--- config.mk ---
export PLATFORM = sky130hd
export DESIGN_NAME = fc_phase_sequencer
export DESIGN_NICKNAME = d
export VERILOG_FILES = /design/src/rtl/fc_phase_sequencer.sv
export SDC_FILE = /design/constraint.sdc
export NUM_CORES = 1
export LEC_CHECK = 0
export ABC_AREA = 0
export CELL_PAD_IN_SITES_DETAIL_PLACEMENT = 0
export CELL_PAD_IN_SITES_GLOBAL_PLACEMENT = 2
export CORE_ASPECT_RATIO = 1.75
export CORE_UTILIZATION = 36
export DETAILED_ROUTE_END_ITERATION = 8
export PLACE_DENSITY_LB_ADDON = 0.1
export SYNTH_ARGS = -nofsm -noshare
export SYNTH_HDL_FRONTEND = slang
export SYNTH_SLANG_ARGS = --single-unit
--- constraint.sdc ---
create_clock -name clk -period 4.2 [get_ports clk]
set_input_delay 0.42 -clock clk [delete_from_list [all_inputs] [get_ports clk]]
set_output_delay 0.42 -clock clk [all_outputs]
set_load 0.01 [all_outputs]
--- src/rtl/fc_phase_sequencer.sv ---
// Start/done sequencer for the FC1 -> tanh -> FC2 -> softmax back end: drives the layer resets,
// the softmax enable and both weight-ROM addresses, with a watchdog on each completion-flag wait.
module fc_phase_sequencer #(
    parameter int IN_NODES = 120,
    parameter int FC1_OUT  = 84,
    parameter int FC2_OUT  = 10,
    parameter int ADDR_W   = 8,
    parameter int SETTLE   = 10,
    parameter int WDOG     = 1023
) (
    input  logic              clk,
    input  logic              reset,
    input  logic              start_i,
    input  logic              abort_i,
    input  logic              tanh_done_i,
    input  logic              smax_ack_i,
    output logic              busy_o,
    output logic              done_o,
    output logic              err_o,
    output logic              fc1_rst_o,
    output logic              tanh_rst_o,
    output logic              fc2_rst_o,
    output logic              smax_en_o,
    output logic [ADDR_W-1:0] addr1_o,
    output logic [ADDR_W-1:0] addr2_o,
    output logic [2:0]        phase_o
);

    typedef enum logic [2:0] {
        S_IDLE = 3'd0,
        S_FC1  = 3'd1,
        S_TANH = 3'd2,
        S_FC2  = 3'd3,
        S_SMAX = 3'd4,
        S_DONE = 3'd5
    } state_t;

    localparam logic [9:0] FC1_LAST  = 10'(IN_NODES + SETTLE - 1);
    localparam logic [9:0] FC2_LAST  = 10'(FC1_OUT + SETTLE - 1);
    localparam logic [9:0] ROW1_LAST = 10'(IN_NODES - 1);
    localparam logic [9:0] ROW2_LAST = 10'(FC1_OUT - 1);
    localparam logic [9:0] WDOG_LAST = 10'(WDOG);

    generate
        if ((2 ** ADDR_W) <= IN_NODES || (2 ** ADDR_W) <= FC1_OUT || FC2_OUT < 1) begin : g_bad_params
            $error("fc_phase_sequencer: ADDR_W too narrow for the weight ROMs or FC2_OUT invalid");
        end
    endgenerate

    state_t            state_q, state_d;
    logic [9:0]        cnt_q, cnt_d;
    logic              err_q, err_d;
    logic              fc1_rst_q, fc1_rst_d;
    logic              tanh_rst_q, tanh_rst_d;
    logic              fc2_rst_q, fc2_rst_d;
    logic              smax_en_q, smax_en_d;
    logic [ADDR_W-1:0] addr1_q, addr1_d;
    logic [ADDR_W-1:0] addr2_q, addr2_d;

    always_comb begin
        state_d = state_q;
        err_d   = err_q;
        case (state_q)
            S_IDLE: if (start_i) begin
                state_d = S_FC1;
                err_d   = 1'b0;
            end
            S_FC1:  if (cnt_q == FC1_LAST) state_d = S_TANH;
            S_TANH: begin
                // a flag arriving on the watchdog cycle still counts as success
                if (tanh_done_i) state_d = S_FC2;
                else if (cnt_q == WDOG_LAST) begin
                    state_d = S_DONE;
                    err_d   = 1'b1;
                end
            end
            S_FC2:  if (cnt_q == FC2_LAST) state_d = S_SMAX;
            S_SMAX: begin
                if (smax_ack_i) state_d = S_DONE;
                else if (cnt_q == WDOG_LAST) begin
                    state_d = S_DONE;
                    err_d   = 1'b1;
                end
            end
            S_DONE:  state_d = S_IDLE;
            default: state_d = S_IDLE;
        endcase
        if (abort_i) begin
            state_d = S_IDLE;
            err_d   = err_q;
        end

        cnt_d = (state_d != state_q) ? 10'd0 : 10'(cnt_q + 10'd1);

        // Outputs are registered from the next state; released resets stay low until IDLE.
        fc1_rst_d  = fc1_rst_q;
        tanh_rst_d = tanh_rst_q;
        fc2_rst_d  = fc2_rst_q;
        smax_en_d  = smax_en_q;
        addr1_d    = addr1_q;
        addr2_d    = addr2_q;
        case (state_d)
            S_IDLE: begin
                fc1_rst_d  = 1'b1;
                tanh_rst_d = 1'b1;
                fc2_rst_d  = 1'b1;
                smax_en_d  = 1'b0;
                addr1_d    = '1;
                addr2_d    = '1;
            end
            S_FC1: begin
                fc1_rst_d = 1'b0;
                addr1_d   = (cnt_d > ROW1_LAST) ? ADDR_W'(ROW1_LAST) : ADDR_W'(cnt_d);
            end
            S_TANH: tanh_rst_d = 1'b0;
            S_FC2: begin
                fc2_rst_d = 1'b0;
                addr2_d   = (cnt_d > ROW2_LAST) ? ADDR_W'(ROW2_LAST) : ADDR_W'(cnt_d);
            end
            S_SMAX:  smax_en_d = 1'b1;
            default: ;
        endcase
    end

    always_ff @(posedge clk or posedge reset) begin
        if (reset) begin
            state_q    <= S_IDLE;
            cnt_q      <= 10'd0;
            err_q      <= 1'b0;
            fc1_rst_q  <= 1'b1;
            tanh_rst_q <= 1'b1;
            fc2_rst_q  <= 1'b1;
            smax_en_q  <= 1'b0;
            addr1_q    <= '1;
            addr2_q    <= '1;
            busy_o     <= 1'b0;
            done_o     <= 1'b0;
            phase_o    <= 3'd0;
        end else begin
            state_q    <= state_d;
            cnt_q      <= cnt_d;
            err_q      <= err_d;
            fc1_rst_q  <= fc1_rst_d;
            tanh_rst_q <= tanh_rst_d;
            fc2_rst_q  <= fc2_rst_d;
            smax_en_q  <= smax_en_d;
            addr1_q    <= addr1_d;
            addr2_q    <= addr2_d;
            busy_o     <= (state_d != S_IDLE);
            done_o     <= (state_d == S_DONE);
            phase_o    <= state_d;
        end
    end

    assign err_o      = err_q;
    assign fc1_rst_o  = fc1_rst_q;
    assign tanh_rst_o = tanh_rst_q;
    assign fc2_rst_o  = fc2_rst_q;
    assign smax_en_o  = smax_en_q;
    assign addr1_o    = addr1_q;
    assign addr2_o    = addr2_q;

endmodule
==> impl_metrics.py <==
metrics = {
    "status": {
        "status": "finished, final reports clean",
    },
    "timing": {
        "setup_viol": 0,
        "setup_tns_ns": 0,
        "post-route-min-period_ns": 2.861,
        "period_share_pct": 68.11,
        "drv_slew": 0,
        "final_hold_viol_count": 0,
        "relSlewSlack_pct": 37.42,
        "tightest_slew_ns": 0.9388,
        "timing.fmax_ghz": 0.3496,
        "rsz0062_at_grt": "no",
        "fin_skew_ns": 0.005990,
    },
    "route": {
        "routed_wl_um": 5435,
        "top_layer": "met4",
        "drt-pass1-iter-count": 4,
        "wl_met2_um": 2965,
        "drt-met1-wl_um": 2255,
        "via_per_inst": 5.436,
        "vias": 1745,
        "drt_iter0_drc": 93,
        "dr_wl_met3_um": 113,
        "ant_nets": 0,
        "drc": 0,
        "wl_per_cell_um": 16.93,
    },
    "hold_path": {
        "holdPathStages": 2,
        "worstHoldPathType": "flip-flop to flip-flop",
        "hp-start": "addr1_o[7]",
        "holdPathEnd": "addr1_o[7]",
    },
    "synthesis": {
        "synthXorXnorAreaFrac_pct": 4.085,
        "dominantRegCellSynth": "dfstp_2",
        "synth_edf_count": 0,
        "ys_seq_area_share_pct": 43.75,
        "syn_area_mm2": 0.002113,
        "synth_compound_gate_area_share_pct": 19.01,
        "postSynthNetCount": 229,
        "avgSynthCellArea_um2": 9.562,
        "yosysTopAreaCellShare_pct": 23.62,
        "netlist-cell-type-count": 59,
        "ys.warnings.count": 0,
        "async_flop_share_pct": 100.0,
        "synth-adder-area-share_pct": 1.184,
        "synthCells": 221,
        "synth_top_family_by_area": "simple AND/OR/NAND/NOR gates",
        "synth_seq_cells": 36,
        "synth_area_leaders": "dfstp_2 (24%), dfrtp_1 (20%), nor2_1 (5.7%)",
        "synth_area_leader_cell": "dfstp_2",
        "muxShareOfSynthArea_pct": 1.421,
        "synthSimpleGateAreaFrac_pct": 23.92,
    },
    "setup_path": {
        "worst_path_max_delay_cell": "o22ai_2",
        "max_stage_delay_ns": 0.71,
        "cp.arrival_ns": 3.02,
        "reg2reg_to": "addr2_o[1]",
        "cp-start-kind": "flip-flop",
        "crit_type": "flip-flop to flip-flop",
        "reg2regPathDepth": 7,
        "r2r_start": "cnt_q[0]",
        "crit_required_ns": 4.36,
        "critPathCaptureType": "flip-flop",
        "crit_fanout": 24,
        "crit_chain": "ha_1, and4_1, nand3_2, a41o_1, o21a_1, o22ai_2, a221oi_1",
        "rrSetupSlack_ns": 1.34,
    },
    "global_routing": {
        "antenna_found_initial": 0,
        "grt_pass1_vias": 1797,
        "grt_max_degree": 37,
        "grt_overflow_total": 0,
        "track_usage_pct": 19.24,
        "grt_pass1_wl_um": 8976,
    },
    "layout": {
        "multi_input_area_mm2": 0.001049,
        "synthToLayoutAreaGrowth_pct": 19.66,
        "final_cell_count_no_fill": 321,
        "nets": 252,
        "fillCellCount": 575,
        "layout.cells.most_common": "nor2_1",
        "fin_util_pct": 44.91,
        "layout-drive-gt1-share_pct": 16.73,
        "final-seq-area_um2": 924.6,
        "stdcell_area_mm2": 0.002529,
        "diodes": 0,
        "final_cell_mix": "nor2_1 (32), clkdlybuf4s50_1 (31), dfstp_2 (19)",
    },
    "place": {
        "portBuffers": 31,
        "place_area_mm2": 0.002435,
        "dpl.cell_count": 313,
        "hpwlAfterDp_um": 4021,
        "place.gp.congestion": 0.8693,
    },
    "power_and_ir_drop": {
        "vdd_drop_max_mv": 0.2783,
        "p_leak_nw": 0.9996,
        "cellPowerDensity_mw_per_mm2": 357.5,
    },
    "cts": {
        "clk_path_buf_depth": 2,
        "path_clk_slew_ns": 0.07,
        "clock_sinks": 36,
        "cts.repair.resized": 0,
        "cts_hold_buf": 0,
        "cts_max_level": 2,
        "cts_made_buffers": 5,
        "cts_tree": "yes",
        "post_cts_buffers": 0,
        "clock-root-buffer": "clkbuf_8",
        "clk_latency_ns": 0.28,
    },
    "job": {
        "drv_cap": 0,
    },
    "die": {
        "dieArea_mm2": 0.006193,
        "row_count": 36,
        "core_mm2": 0.005630,
        "die_h_um": 103.4,
        "start_util_pct": 37.53,
        "die_w_um": 59.92,
        "ioPinCount": 32,
    },
}
[report_power, final]
part	total [mW]	switching, mW	internal, mW
logic	0.208	0.116	0.0917
registers	0.442	0.0469	0.395
clock network	0.255	0.121	0.133
total	0.904	0.284	0.620
[cell type report]
type                            instances  share of cell area, %
Multi-Input combinational cell        157                  41.46
Clock inverter                          1                 0.2969
Sequential cell                        36                  36.57
Clock buffer                            7                  3.414
Timing Repair Buffer                   33                  12.86
Inverter                               11                  1.633
Tap cell                               76                  3.761
[critical path: cells and delay by family, from the launching register on]
| kind | cells | cell delay (ns) |
|---|---|---|
| simple gates | 2 | 0.56 |
| flops | 1 | 0.46 |
| fa+ha+maj | 1 | 0.30 |
| compound gates | 4 | 1.42 |
[synthesized netlist by cell type (all sizes together), types with 7 or more instances]
library cell  number
nor2              32
dfstp             19
dfrtp             17
nand2             16
buf               14
inv               11
a211oi             8
nor3               8
a21oi              7
o21ai              7
[registers in the layout (all words and copies together), names as in the netlist]
register and flops:
addr1_o 8, addr2_o 8, busy_o 1, cnt_q 10, done_o 1, err_o 1
fc1_rst_o 1, fc2_rst_o 1, smax_en_o 1, state_q 3, tanh_rst_o 1
[cell families (layout without fill, tap and decap cells)]
| group | Yosys count | after routing |
|---|---|---|
| AND/OR/NAND/NOR | 92 | 92 |
| AO/OA/AOI/OAI | 51 | 51 |
| flip-flops | 36 | 36 |
| buffers and inverters | 28 | 52 |
| XOR/XNOR | 9 | 9 |
| multiplexers | 3 | 3 |
| adder cells (fa/ha/maj) | 2 | 2 |
[through the flow]
| stage | worst slack (ns) | hold slack, ns | power (mW) |
|---|---|---|---|
| 6_report | 1.339 | 0.4655 | 0.9040 |
| 2_1_floorplan | 2.005 | 0.4645 | 0.5696 |
| 5_1_grt | 1.074 | 0.4938 | 0.9549 |
| 3_5_place_dp | 1.335 | 0.4554 | 0.6551 |
| 3_3_place_gp | 1.398 | 0.4489 | 0.6503 |
| 4_1_cts | 1.313 | 0.4675 | 0.9161 |
[per-layer routing]
| metal | up-vias | GRT usage (%) |
|---|---|---|
| met2 | 35 | 34.27 |
| met5 | - | 0 |
| li1 | 837 | - |
| met1 | 865 | 23.22 |
| met4 | 0 | 6.977 |
| met3 | 8 | 2.363 |
[worst max-delay path by stage]
stage | from | to | slack (ns)
floorplan | cnt_q[0] | addr1_o[0] | 2.00
global placement | abort_i | addr2_o[4] | 1.40
detailed placement | cnt_q[0] | addr2_o[1] | 1.34
CTS | cnt_q[0] | addr2_o[1] | 1.31
global route | cnt_q[0] | addr2_o[1] | 1.07
finish | cnt_q[0] | addr2_o[1] | 1.34
No activity file was read; power rests on OpenSTA's default activity.
